==> src/rtl/sal_axi_aw_b_apb_master.sv <==
// Host-side bus master front-end: AXI write-address master, B-channel capture buffer with
// outstanding tracking, and an APB master for controller register programming.
module sal_axi_aw_b_apb_master #(
  parameter int unsigned ID_WIDTH        = 4,
  parameter int unsigned ADDR_WIDTH      = 32,
  parameter int unsigned APB_ADDR_WIDTH  = 32,
  parameter int unsigned APB_DATA_WIDTH  = 32,
  parameter int unsigned MAX_OUTSTANDING = 15
) (
  input  logic                      clk,
  input  logic                      rst_n,
  // host address command
  input  logic                      cmd_valid,
  output logic                      cmd_ready,
  input  logic [ID_WIDTH-1:0]       cmd_id,
  input  logic [ADDR_WIDTH-1:0]     cmd_addr,
  input  logic [7:0]                cmd_len,
  input  logic [2:0]                cmd_size,
  input  logic [1:0]                cmd_burst,
  // AXI address channel
  output logic                      avalid,
  input  logic                      aready,
  output logic [ID_WIDTH-1:0]       aid,
  output logic [ADDR_WIDTH-1:0]     aaddr,
  output logic [7:0]                alen,
  output logic [2:0]                asize,
  output logic [1:0]                aburst,
  // AXI write response channel
  input  logic                      bvalid,
  output logic                      bready,
  input  logic [ID_WIDTH-1:0]       bid,
  input  logic [1:0]                bresp,
  // captured response to host
  output logic                      brsp_valid,
  input  logic                      brsp_ready,
  output logic [ID_WIDTH-1:0]       brsp_id,
  output logic [1:0]                brsp_resp,
  output logic [7:0]                outstanding,
  // host APB request
  input  logic                      apb_req_valid,
  output logic                      apb_req_ready,
  input  logic                      apb_req_write,
  input  logic [APB_ADDR_WIDTH-1:0] apb_req_addr,
  input  logic [APB_DATA_WIDTH-1:0] apb_req_wdata,
  output logic                      apb_rsp_valid,
  output logic [APB_DATA_WIDTH-1:0] apb_rsp_rdata,
  output logic                      apb_rsp_err,
  // APB bus
  output logic                      psel,
  output logic                      penable,
  output logic                      pwrite,
  output logic [APB_ADDR_WIDTH-1:0] paddr,
  output logic [APB_DATA_WIDTH-1:0] pwdata,
  input  logic                      pready,
  input  logic [APB_DATA_WIDTH-1:0] prdata,
  input  logic                      pslverr
);

  localparam logic [7:0] MaxOut = 8'(MAX_OUTSTANDING);

  typedef enum logic [1:0] {StIdle, StSetup, StAccess} apb_state_e;

  apb_state_e state_q;
  logic       a_hs;
  logic       b_hs;
  logic       b_dec;

  // Ready outputs are held low while reset is asserted so nothing handshakes during reset.
  assign cmd_ready     = rst_n && (!avalid || aready) && (outstanding < MaxOut);
  assign bready        = rst_n && (!brsp_valid || brsp_ready);
  assign apb_req_ready = rst_n && (state_q == StIdle);

  assign a_hs  = avalid && aready;
  assign b_hs  = bvalid && bready;
  assign b_dec = b_hs && (outstanding != 8'd0);

  always_ff @(posedge clk) begin
    if (!rst_n) begin
      avalid <= 1'b0;
      aid    <= '0;
      aaddr  <= '0;
      alen   <= '0;
      asize  <= '0;
      aburst <= '0;
    end else if (cmd_valid && cmd_ready) begin
      avalid <= 1'b1;
      aid    <= cmd_id;
      aaddr  <= cmd_addr;
      alen   <= cmd_len;
      asize  <= cmd_size;
      aburst <= cmd_burst;
    end else if (aready) begin
      avalid <= 1'b0;
    end
  end

  always_ff @(posedge clk) begin
    if (!rst_n) begin
      brsp_valid <= 1'b0;
      brsp_id    <= '0;
      brsp_resp  <= '0;
    end else if (b_hs) begin
      brsp_valid <= 1'b1;
      brsp_id    <= bid;
      brsp_resp  <= bresp;
    end else if (brsp_ready) begin
      brsp_valid <= 1'b0;
    end
  end

  // A B handshake with nothing outstanding is dropped rather than wrapping the count.
  always_ff @(posedge clk) begin
    if (!rst_n) begin
      outstanding <= 8'd0;
    end else if (a_hs && !b_dec) begin
      outstanding <= outstanding + 8'd1;
    end else if (!a_hs && b_dec) begin
      outstanding <= outstanding - 8'd1;
    end
  end

  always_ff @(posedge clk) begin
    if (!rst_n) begin
      state_q       <= StIdle;
      psel          <= 1'b0;
      penable       <= 1'b0;
      pwrite        <= 1'b0;
      paddr         <= '0;
      pwdata        <= '0;
      apb_rsp_valid <= 1'b0;
      apb_rsp_rdata <= '0;
      apb_rsp_err   <= 1'b0;
    end else begin
      apb_rsp_valid <= 1'b0;
      unique case (state_q)
        StIdle: begin
          if (apb_req_valid) begin
            pwrite  <= apb_req_write;
            paddr   <= apb_req_addr;
            pwdata  <= apb_req_wdata;
            psel    <= 1'b1;
            state_q <= StSetup;
          end
        end
        StSetup: begin
          penable <= 1'b1;
          state_q <= StAccess;
        end
        StAccess: begin
          if (pready) begin
            psel          <= 1'b0;
            penable       <= 1'b0;
            apb_rsp_valid <= 1'b1;
            apb_rsp_err   <= pslverr;
            if (!pwrite) apb_rsp_rdata <= prdata;
            state_q       <= StIdle;
          end
        end
        default: state_q <= StIdle;
      endcase
    end
  end

endmodule

==> config.mk <==
export PLATFORM = sky130hd
export DESIGN_NAME = sal_axi_aw_b_apb_master
export DESIGN_NICKNAME = d
export VERILOG_FILES = /design/src/rtl/sal_axi_aw_b_apb_master.sv
export SDC_FILE = /design/constraint.sdc
export NUM_CORES = 1
export LEC_CHECK = 0
export ABC_AREA = 1
export BUFFER_PORTS_ARGS = -buffer_cell sky130_fd_sc_hd__buf_2
export CAP_MARGIN = 0
export CELL_PAD_IN_SITES_DETAIL_PLACEMENT = 1
export CELL_PAD_IN_SITES_GLOBAL_PLACEMENT = 1
export CORE_ASPECT_RATIO = 0.7
export CORE_MARGIN = 5
export CORE_UTILIZATION = 32
export CTS_BUF_LIST = sky130_fd_sc_hd__clkbuf_2
export DETAILED_ROUTE_END_ITERATION = 6
export PLACE_DENSITY = 0.84
export SYNTH_ARGS = -nofsm -noshare
export SYNTH_HDL_FRONTEND = slang
export SYNTH_SLANG_ARGS = --single-unit
==> constraint.sdc <==
create_clock -name clk -period 3.98 [get_ports clk]
set_input_delay 1.194 -clock clk [delete_from_list [all_inputs] [get_ports clk]]
set_output_delay 1.194 -clock clk [all_outputs]
set_load 0.01 [all_outputs]
# Word-level counts from Yosys, hierarchy flattened
# Cells that the tools add are included.
# totals
register_bits	168
out_inout_bits	169
elab_cells	71
# op_classes
addsub	2
order_cmp	1
n_eq_ne	4
n_mux	14
bitwise	1
n_reduce_logical	30
# ops
operator	n
$mux 8	2
$logic_and 1x1->1	10
$reduce_and 2->1	5
$reduce_bool 2->1	5
$add 8x1->8 const B	1
$lt 8x4->1 const B	1
$reduce_bool 8->1	1
$sub 8x1->8 const B	1
$mux 1	7
$pmux 2 s3	1
$reduce_and 3->1	2
$logic_not 1->1	4
$mux 2	2
$ne 2x2->1 const B	2
$pmux 1 s2	2
$eq 2x1->1 const B	1
$eq 2x2->1 const B	1
$logic_not 2->1	1
$logic_or 1x1->1	2
$not 1->1	1

# Depth between registers and ports, before layout
# logic_depth
word_depth	8
depth_mapped	16
mapped_depth_nobuf	15

# Worst setup path after synthesis
# No wires, ideal clock.
# synth_path
path_type	input port to flip-flop
start	input rst_n
end	register outstanding[7]
arrival_ns	3.107
required_time_ns	3.871
path_slack_ns	0.764
path_stages	14
cell_sequence	inv_1 > nor3b_2 > buf_2 > o41ai_1 > ha_1 > inv_1 > ha_1 > or2_2 > nand3_1 > nand2_1 > nand2_1 > nand3_1 > nand2_1 > inv_1
# synth_between
elab_chain_len	6
word_cells_on_any_way	8
cone_classes	mux: 1; reduce/logical: 7
# synth_rtl
element	line	text
start: declaration	11	input logic rst_n,
$logic_and 1x1->1	70	assign bready = rst_n && (!brsp_valid || brsp_ready);
$logic_and 1x1->1	74	assign b_hs = bvalid && bready;
$logic_and 1x1->1	75	assign b_dec = b_hs && (outstanding != 8'd0);
$logic_not 1->1	115	end else if (a_hs && !b_dec) begin
$logic_and 1x1->1	115	
$mux 8 or $reduce_bool 2->1 (tied branches)	n/a	
end signal: assignment	116	outstanding <= outstanding + 8'd1;
end signal: assignment	118	outstanding <= outstanding - 8'd1;
end: declaration	38	output logic [7:0] outstanding,
# Several ways; a longest one is shown, not always the timed one.
# A chain may end at the register's enable or synchronous reset.

# Worst setup path in the final report
# layout_path
start	input aready
end	output cmd_ready
# layout_between
elab_chain_len	3
# layout_rtl
element	line	text
start: declaration	22	input logic aready,
$logic_or 1x1->1	69	assign cmd_ready = rst_n && (!avalid || aready) && (outstanding < MaxOut);
$logic_and 1x1->1 (2 in series)	69	
end: declaration	14	output logic cmd_ready,
# No other way between the ends.

==> report_table.html <==
<table>
<tr><th>Metric</th><th>Value</th></tr>
<tr><th colspan="2">Synth</th></tr>
<tr><td>Sequential cell area fraction in the yosys report</td><td>0.5209</td></tr>
<tr><td>Syn nets</td><td>1,069</td></tr>
<tr><td>Syn Std Cell Area</td><td>6456 µm²</td></tr>
<tr><td>Post-synth top area cell</td><td>dfxtp_1</td></tr>
<tr><td>Number of instances in the synthesized netlist</td><td>900</td></tr>
<tr><td>Portion of synthesized cell area occupied by the leading cell type</td><td>0.5209</td></tr>
<tr><td>Ys Warns</td><td>0</td></tr>
<tr><td>Distinct cell type count after synthesis</td><td>26</td></tr>
<tr><td>Post-synthesis register bit count</td><td>168</td></tr>
<tr><td>Avg Synthesized Cell Area</td><td>7.174 µm²</td></tr>
<tr><td>Cells taking the most area after synthesis</td><td>dfxtp_1 (52%), nor2_1 (18%), nand2_1 (8.3%), o21ai_0 (7.6%), inv_1 (4.2%)</td></tr>
<tr><th colspan="2">Clock network</th></tr>
<tr><td>Post-CTS setup repair buffer count</td><td>0</td></tr>
<tr><td>Number of gates resized after cts</td><td>0</td></tr>
<tr><td>Clock-pin slew on the worst setup and hold paths</td><td>270 ps</td></tr>
<tr><td>Deepest level of the CTS H-tree</td><td>4</td></tr>
<tr><td>Number of buffers created by CTS</td><td>17</td></tr>
<tr><td>Deepest clock path buffer count</td><td>2</td></tr>
<tr><td>Clk root buf</td><td>clkbuf_2</td></tr>
<tr><td>Number of buffers inserted by hold repair at cts</td><td>0</td></tr>
<tr><td>Later-pin clock latency in the skew report</td><td>710 ps</td></tr>
<tr><td>Count of clock tree sinks</td><td>168</td></tr>
<tr><td>Clock tree from TritonCTS</td><td>built</td></tr>
<tr><th colspan="2">Pwr</th></tr>
<tr><td>Switching power</td><td>1459 µW</td></tr>
<tr><td>Portion of total power attributed to combinational logic</td><td>0.260</td></tr>
<tr><td>Cell leakage power</td><td>0.004759 µW</td></tr>
<tr><td>Cell internal power dissipation</td><td>2746 µW</td></tr>
<tr><td>Sequential share of power</td><td>0.472</td></tr>
<tr><td>Power per Cell Area</td><td>487.2 nW/µm²</td></tr>
<tr><td>Peak VDD IR</td><td>0.2160 mV</td></tr>
<tr><td>Switching power share of the total</td><td>0.3470</td></tr>
<tr><td>Fraction of power consumed by the clock network</td><td>0.269</td></tr>
<tr><th colspan="2">Final layout</th></tr>
<tr><td>Synthesis-to-layout area growth</td><td>33.70%</td></tr>
<tr><td>Sequential Area</td><td>3363 µm²</td></tr>
<tr><td>Total area of multi-input combinational cells</td><td>2615 µm²</td></tr>
<tr><td>Share of the core filled with cells in the final layout</td><td>0.4360</td></tr>
<tr><td>Filler cells</td><td>2,664</td></tr>
<tr><td>Fraction of layout instances using a drive strength above 1</td><td>0.3110</td></tr>
<tr><td>Total number of nets in the final design</td><td>1,378</td></tr>
<tr><td>Number of inserted diodes</td><td>0</td></tr>
<tr><th colspan="2">STA</th></tr>
<tr><td>Slew at the pin closest to its max-slew limit</td><td>830.8 ps</td></tr>
<tr><td>Total Negative Setup Slacks</td><td>0 ps</td></tr>
<tr><td>Unrepaired setup endpoints after global routing</td><td>false</td></tr>
<tr><td>Clock tree skew after final layout</td><td>43.40 ps</td></tr>
<tr><td>Number of pins exceeding their max-slew limit in the final report</td><td>0</td></tr>
<tr><td>Final-report setup violation count</td><td>0</td></tr>
<tr><td>Final cycle utilization of the critical path</td><td>0.7797</td></tr>
<tr><td>Max_slew headroom</td><td>0.4461</td></tr>
<tr><td>Final critical path time including I/O delays and setup</td><td>3103 ps</td></tr>
<tr><td>Maximum clock frequency</td><td>0.3222 GHz</td></tr>
<tr><td>Final hold viol count</td><td>0</td></tr>
<tr><th colspan="2">Placed design</th></tr>
<tr><td>Port bufs</td><td>329</td></tr>
<tr><td>Detailed placement HPWL</td><td>16,610 µm</td></tr>
<tr><td>Placer congestion estimate</td><td>0.7932</td></tr>
<tr><th colspan="2">Floorplanning</th></tr>
<tr><td>Starting Density</td><td>0.3261</td></tr>
<tr><td>Die ar.</td><td>23,160 µm²</td></tr>
<tr><td>Height of the die</td><td>128.8 µm</td></tr>
<tr><td>Placeable Area</td><td>19,800 µm²</td></tr>
<tr><td>Top Ports</td><td>330</td></tr>
<tr><td>Die width</td><td>179.8 µm</td></tr>
<tr><td># rows</td><td>43</td></tr>
<tr><th colspan="2">Detailed routing</th></tr>
<tr><td>Vias per cell</td><td>4.442</td></tr>
<tr><td>Antenna Nets Post-Route</td><td>0</td></tr>
<tr><td>Detailed Routing Iterations Pass 1</td><td>4</td></tr>
<tr><td>Number of vias in the routed layout</td><td>6,628</td></tr>
<tr><td>Final routed DRC violation total</td><td>0</td></tr>
<tr><td>Count of routing violations after the opening detailed-route iteration</td><td>231</td></tr>
<tr><td>WL/cell</td><td>14.61 µm</td></tr>
<tr><td>Total length of routed wires</td><td>21,800 µm</td></tr>
<tr><th colspan="2">Global routing</th></tr>
<tr><td>Overall routing resource usage</td><td>0.1830</td></tr>
<tr><td>First-pass GRT wire length</td><td>34,620 µm</td></tr>
<tr><td>Total congestion overflow after global routing</td><td>0</td></tr>
<tr><td>Via count of the first global-routing pass</td><td>6,862</td></tr>
<tr><td>Initial antenna violation count</td><td>7</td></tr>
<tr><td>Maximum number of pins on one net before global-route repair</td><td>97</td></tr>
<tr><th colspan="2">Min path</th></tr>
<tr><td>Endpoint of the worst hold-timing path</td><td>apb_rsp_err</td></tr>
<tr><td>WHS Path Cells</td><td>2</td></tr>
<tr><td>Hold/Removal Path Class</td><td>flip-flop to flip-flop</td></tr>
<tr><td>Source of the worst hold timing path</td><td>apb_rsp_err</td></tr>
<tr><th colspan="2">Setup path</th></tr>
<tr><td>CP endpoint kind</td><td>output port</td></tr>
<tr><td>CP cell instances</td><td>buf_2 &gt; inv_1 &gt; nand2_1 &gt; nand2_1 &gt; nor2_2 &gt; and2_1 &gt; buf_2</td></tr>
<tr><td>Sort of element at the start of the critical path</td><td>input port</td></tr>
<tr><td>Slowest cell delay on critical path</td><td>170 ps</td></tr>
<tr><td>Slowest cell on the critical path</td><td>nor2_2</td></tr>
<tr><td>R2r worst-path depth</td><td>13</td></tr>
<tr><td>Maximum fanout along the worst path</td><td>2</td></tr>
<tr><td>Startpoint of the lowest-slack register-to-register path</td><td>outstanding[4]</td></tr>
<tr><td>Category of the critical setup timing path</td><td>input port to output port</td></tr>
<tr><td>Reg-to-reg endpoint</td><td>outstanding[5]</td></tr>
<tr><td>Crit path arrival time</td><td>1910 ps</td></tr>
<tr><td>Critical Path RT</td><td>2790 ps</td></tr>
<tr><td>Register-to-Register Setup Slack</td><td>1470 ps</td></tr>
<tr><th colspan="2">Outcome</th></tr>
<tr><td>Status</td><td>completed</td></tr>
<tr><th colspan="2">Run</th></tr>
<tr><td>Number of max-cap violations</td><td>0</td></tr>
</table>
-- worst max path at each step --
stage	from	endpoint
after floorplan	rst_n	outstanding[7]
after global placement	rst_n	outstanding[5]
after detailed placement	rst_n	outstanding[5]
after CTS	outstanding[4]	cmd_ready
after global routing	outstanding[7]	cmd_ready
final	aready	cmd_ready
-- synth_stat cells, drive strengths merged --
cell type,instances
o41ai,1
fa,1
o211ai,2
inv,72
a21oi,11
o21ai,107
nor3b,1
nor3,1
xor2,2
nand4,1
nand3b,4
or2,2
and2,1
ha,7
buf,20
nand2,142
nand3,12
dfxtp,168
nor2,315
clkbuf,30
-- cell type report --
| class | instances | share of cell area |
|---|---|---|
| clock buffer | 17 | 0.009856 |
| multi-input combinational | 610 | 0.3029 |
| clock inverter | 15 | 0.02653 |
| inverter | 72 | 0.03131 |
| sequential | 168 | 0.3896 |
| tap | 270 | 0.03914 |
| timing repair buffer | 340 | 0.2006 |
-- metal layers --
metal | track usage | share of wire | vias to the layer above
met4 | 0.05060 | 0.018 | 14
met2 | 0.3098 | 0.46 | 208
met1 | 0.2067 | 0.42 | 2989
met3 | 0.09183 | 0.096 | 38
li1 | - | - | 3379
met5 | 0 | 0.0037 | -
-- kinds of logic after synthesis --
kind of cell / count (synthesis) / synth area share
buffers and inverters: 122 / 0.07558
xor gates and xnor gates: 2 / 0.002714
adders and majority gates: 8 / 0.01667
AOI/OAI and AO/OA: 121 / 0.09515
and+or+nand+nor: 479 / 0.2890
DFF: 168 / 0.5209
-- layout by cell type, fill, tap and decap left out, types with 4 or more instances in the layout --
cell	count
dfxtp_1	168
nor2_1	312
buf_2	328
ha_1	7
nand3b_1	4
inv_8	4
buf_4	12
o21ai_1	9
a21oi_1	11
inv_6	5
clkbuf_2	17
inv_1	71
o21ai_0	98
nand3_1	11
bufinv_16	4
nand2_1	141
-- worst max-delay path: cells and delay by family --
family / cells / cell delay (ps)
buffers and inverters: 3 / 250
and+or+nand+nor: 4 / 470
-- per-stage QoR --
step / hold WS, ps / total power [µW] / setup WS, ps / instances / instance area [µm²]
2_1_floorplan: 484.3 / 2673 / 764.4 / 900 / 6456
3_3_place_gp: 446.5 / 3077 / 756.2 / 1460 / 8318
3_5_place_dp: 453.9 / 3126 / 649.5 / 1460 / 8318
4_1_cts: 483.3 / 4285 / 844.6 / 1492 / 8632
5_1_grt: 496.2 / 4521 / 719.1 / 1492 / 8632
6_report: 480.4 / 4205 / 876.8 / 1492 / 8632
-- sequential cells by signal (all words and copies together) (netlist names), 4 cells and up --
| name | count |
|---|---|
| aaddr | 32 |
| apb_rsp_rdata | 32 |
| paddr | 32 |
| pwdata | 32 |
| alen | 8 |
| outstanding | 8 |
| aid | 4 |
| brsp_id | 4 |
-- power by group through the flow --
stage	Sequential, µW	Clock, µW	Combinational (µW)
after global placement	2010	0	1070
after floorplan	2100	0	576
after detailed placement	2020	0	1110
final	1980	1130	1090
after CTS	1990	1190	1110
after global routing	2010	1260	1250
(Power assumes the default switching activity.)
